File: src/rtl/sat_counter.sv
// sat_counter: WIDTH-bit up counter (clk, rst_n sync active-low, clr, inc -> q), clear wins, sticks at all-ones
module sat_counter #(
  parameter int WIDTH = 8
) (
  input  logic             clk,
  input  logic             rst_n,
  input  logic             clr,
  input  logic             inc,
  output logic [WIDTH-1:0] q
);
  always_ff @(posedge clk) begin
    if (!rst_n) q <= '0;
    else q <= clr ? '0 : (inc && q != '1) ? q + WIDTH'(1) : q;
  end
endmodule

File: config.mk
export PLATFORM = sky130hd
export DESIGN_NAME = sat_counter
export DESIGN_NICKNAME = d
export VERILOG_FILES = /design/src/rtl/sat_counter.sv
export SDC_FILE = /design/constraint.sdc
export NUM_CORES = 1
export LEC_CHECK = 0
export BUFFER_PORTS_ARGS = -buffer_cell sky130_fd_sc_hd__buf_4
export CORE_AREA = 2 2 39 41
export DETAILED_ROUTE_END_ITERATION = 8
export DIE_AREA = 0 0 41 43
export HOLD_SLACK_MARGIN = 0.1
export PLACE_DENSITY = 0.59
export SYNTH_ARGS = -nofsm -noshare
export SYNTH_HDL_FRONTEND = slang
export SYNTH_SLANG_ARGS = --single-unit
File: constraint.sdc
create_clock -name clk -period 1.4 [get_ports clk]
set_input_delay 0.28 -clock clk [delete_from_list [all_inputs] [get_ports clk]]
set_output_delay 0.28 -clock clk [all_outputs]
set_load 0.02 [all_outputs]
# == Word level (Yosys, flattened, before mapping) ==
# Cells that the tools add are included.
# op_classes
n_addsub,1
n_eq_ne,1
bitwise,1
n_reduce_logical,2
# op_table
op,count
8-bit by 1-bit adder with 8-bit output (second input constant),1
8-bit inequality test (second input constant),1
2-bit OR reduction,1
1-bit logical AND,1
1-bit NOT,1
# totals
regBits,8
out_inout_bits,8
elab_cells,6

# == Logic depth before layout (Yosys ltp) ==
# logic_depth
depth_word,2
depth_mapped,4
depth_no_buf,4

# == Least setup slack after synthesis ==
# No wires, ideal clock.
# synth_path
path_kind,reg-to-reg
from,register q[0]
to,register q[5]
arrival_time_ns,1.263
setup_slack_ns,0.065
stages_incl_launch_ff,5
period_less_slack_ns,1.335
cell_sequence,dfxtp_1 ha_1 and4_4 a211oi_2 mux2i_1
# synth_between
elab_chain_len,2
# synth_lines
element,line,rtl
from (decl),9,output logic [WIDTH-1:0] q
from (signal assigned),13,else q <= clr ? '0 : (inc && q != '1) ? q + WIDTH'(1) : q;
branches (longest 2 deep; another with 8-bit by 1-bit adder with 8-bit output),n/a,
# Parallel ways; which one is timed is not known.
# A chain may end at the register's enable or synchronous reset.

# == Worst setup path in the final report ==
# Ends and elaborated chain as after synthesis.

==> summary.md <==
| Metric | Value |
|---|---|
| Die height | `43 um` |
| Chip width | `41 um` |
| Endpoints failing hold | `0` |
| Cell Rows | `14` |
| Mapped Nets | `51` |
| Crit path max fanout | `6` |
| Distinct cells, synth | `19` |
| Clock latency on the worst-skew pair | `0.25 ns` |
| GRT Overall Usage | `11.5%` |
| ANT nets after route | `0` |
| Fin crit share | `92.6%` |
| Final setup viols | `0` |
| Mapped cell area | `422 um^2` |
| DP Wirelength | `648 um` |
| Post-route DRC | `0` |
| Largest cells by area after synthesis | `dfxtp_1 38%, and4_1 8.3%, mux2i_1 7.1%` |
| Final count of pins violating max slew | `0` |
| Largest net degree at the start of global routing | `9` |
| Area delta synth->final | `33.8%` |
| Final min period | `1.30 ns` |
| Post-synthesis sequential area ratio | `38.0%` |
| Clk pin slew, worst setup/hold paths | `0.06 ns` |
| Clock root buffer | `clkbuf_4` |
| Final WL | `885 um` |
| DIE AREA | `1760 um^2` |
| Maximum vdd drop | `0.314 mV` |
| NumNets Final | `69` |
| Cell taking the most area after synthesis | `dfxtp_1` |
| I/O pin count | `12` |
| Core area | `1380 um^2` |
| WS Path Type | `register to register` |
| Pwr dens | `783 nW/um^2` |
| Clock sinks | `8` |
| Tightest Pin Transition | `0.223 ns` |
| Vias per std cell | `5.12` |
| Vias | `399` |
| Clock tree buffer depth | `2` |
| First-pass GRT wire length | `1370 um` |
| Yosys top cell area share | `38.0%` |
| H-Tree Depth | `1` |
| Largest regs | `q (8)` |
| Synthesis Warnings | `0` |
| Final Core Density | `40.8%` |
| IO Port Bufs | `11` |
| Most flop-heavy register | `q` |
| Relative slew slack | `85.1%` |
| Leak | `0.000233 uW` |
| Gate Count Post-Synth | `46` |
| Startpoint types | `register` |
| Total gr overflow | `0` |
| Routed len/inst | `11.3 um` |
| Synth Register Bits | `8` |
| CTS Hold Bufs | `0` |
| Maximum clock rate | `771 MHz` |
| TritonCTS clock tree | `built` |
| WP data required | `1.58 ns` |
| Initial DRC count | `6` |
| # diodes | `0` |
| Critical path endpoint category | `register` |
| Initial Utilization | `30.5%` |
| RSZ-0062 raised after global routing | `false` |
| Detailed Routing Iterations Pass 1 | `4` |
| Max FFs per register | `8` |
| Final GP Congestion | `0.658` |
| Arrival time at the worst endpoint | `1.48 ns` |
| Outcome | `finished clean` |
| Share of cells above drive strength 1 | `33.9%` |
| Initial antenna violation count | `0` |
| Post-route setup TNS | `0 ns` |
| Vias in the first global route | `339` |
| Avg Inst Size Synth | `9.17 um^2` |
| MaxCap Viol Count | `0` |
| CTS Buf Count | `3` |
| Final Skew | `0.00452 ns` |
| HP Class | `input pin to register` |
-- cell usage after synthesis, drive strengths merged --
master  n
a21boi  1
nand3   1
nand2b  3
dfxtp   8
and3    1
and4    5
a311oi  1
nor3    2
nand2   5
ha      1
a31oi   2
mux2i   3
nand4   1
a211oi  1
o21ai   2
nor2b   4
a21oi   5
-- final timing paths --
path / start / endpoint / slack (ns) / cells after the start
setup / recovery: q[0]$_SDFFE_PP0P_ / q[5]$_SDFFE_PP0P_ / 0.10 / 4
hold / removal: rst_n / q[7]$_SDFFE_PP0P_ / 0.35 / 3
setup reg to reg: q[0]$_SDFFE_PP0P_ / q[5]$_SDFFE_PP0P_ / 0.10 / 4
hold reg to reg: q[1]$_SDFFE_PP0P_ / q[1]$_SDFFE_PP0P_ / 0.52 / 2
-- area by class of cell --
| class | instances | area [um^2] |
|---|---|---|
| fill | 148 | 820 |
| multi-input combinational | 38 | 264 |
| sequential | 8 | 160 |
| timing repair buffer | 13 | 97.6 |
| clock buffer | 3 | 22.5 |
| tap | 16 | 20.0 |
-- kinds of logic after synthesis --
group                    Yosys count  synth area share [%]
AO/OA/AOI/OAI                     12                  19.0
adder cells (fa/ha/maj)            1                  2.97
flip-flops                         8                  38.0
multiplexers                       3                  7.12
AND/OR/NAND/NOR                   22                  32.9
-- per-stage QoR --
stage	hold slack [ns]	power (uW)	std cells	area [um^2]	setup WS [ns]
after floorplan	0.463	252	46	422	0.0651
after global placement	0.491	268	75	539	0.123
after detailed placement	0.507	268	75	539	0.0694
after CTS	0.359	452	78	562	0.0576
after global routing	0.363	470	78	564	0.0216
final	0.355	442	78	564	0.104
-- power breakdown --
part / internal (uW) / total (uW) / switching, uW / leakage [uW]
clock: 98.2 / 178 / 80.2 / 0.0000138
sequential: 230 / 232 / 2.75 / 0.0000646
combinational: 16.3 / 30.8 / 14.5 / 0.000155
-- layout by cell type (no fill, tap or decap) --
| cell | Yosys | layout |
|---|---|---|
| a311oi_1 | 1 | 1 |
| nand2b_1 | 3 | 3 |
| nand3_1 | 1 | 1 |
| a31oi_1 | 2 | 2 |
| nor2b_2 | 1 | 1 |
| buf_4 | 0 | 13 |
| clkbuf_4 | 0 | 3 |
| nand2_1 | 5 | 5 |
| and4_4 | 1 | 1 |
| nor3_1 | 2 | 2 |
| and3_1 | 1 | 1 |
| a211oi_2 | 1 | 1 |
| o21ai_0 | 2 | 2 |
| nor2b_1 | 3 | 3 |
| dfxtp_1 | 8 | 8 |
| mux2i_1 | 3 | 3 |
| and4_1 | 4 | 4 |
| nand4_1 | 1 | 1 |
| ha_2 | 0 | 1 |
| a21boi_2 | 1 | 1 |
| a21oi_1 | 5 | 5 |
-- layer usage --
layer,track usage [%],vias up,share of wire [%]
met5,0,-,0
met4,8.00,0,0
li1,-,211,-
met1,14.4,180,47
met3,3.14,0,4.0
met2,16.3,8,49
-- worst max-delay path, cell delays in order, from the launching register on --
cell and delay, ns:
dfxtp_1 0.35, ha_2 0.23, and4_4 0.21, a211oi_2 0.23
mux2i_1 0.20
-- timing repair --
| item | 4_1_cts | 5_1_grt |
|---|---|---|
| setup buffers | 0 | 0 |
| gates resized for setup | 0 | 1 |
| setup endpoints to repair | 0 | 1 |
| hold endpoints to repair | 0 | 0 |
Note: power is estimated with default switching activity, not from simulation.
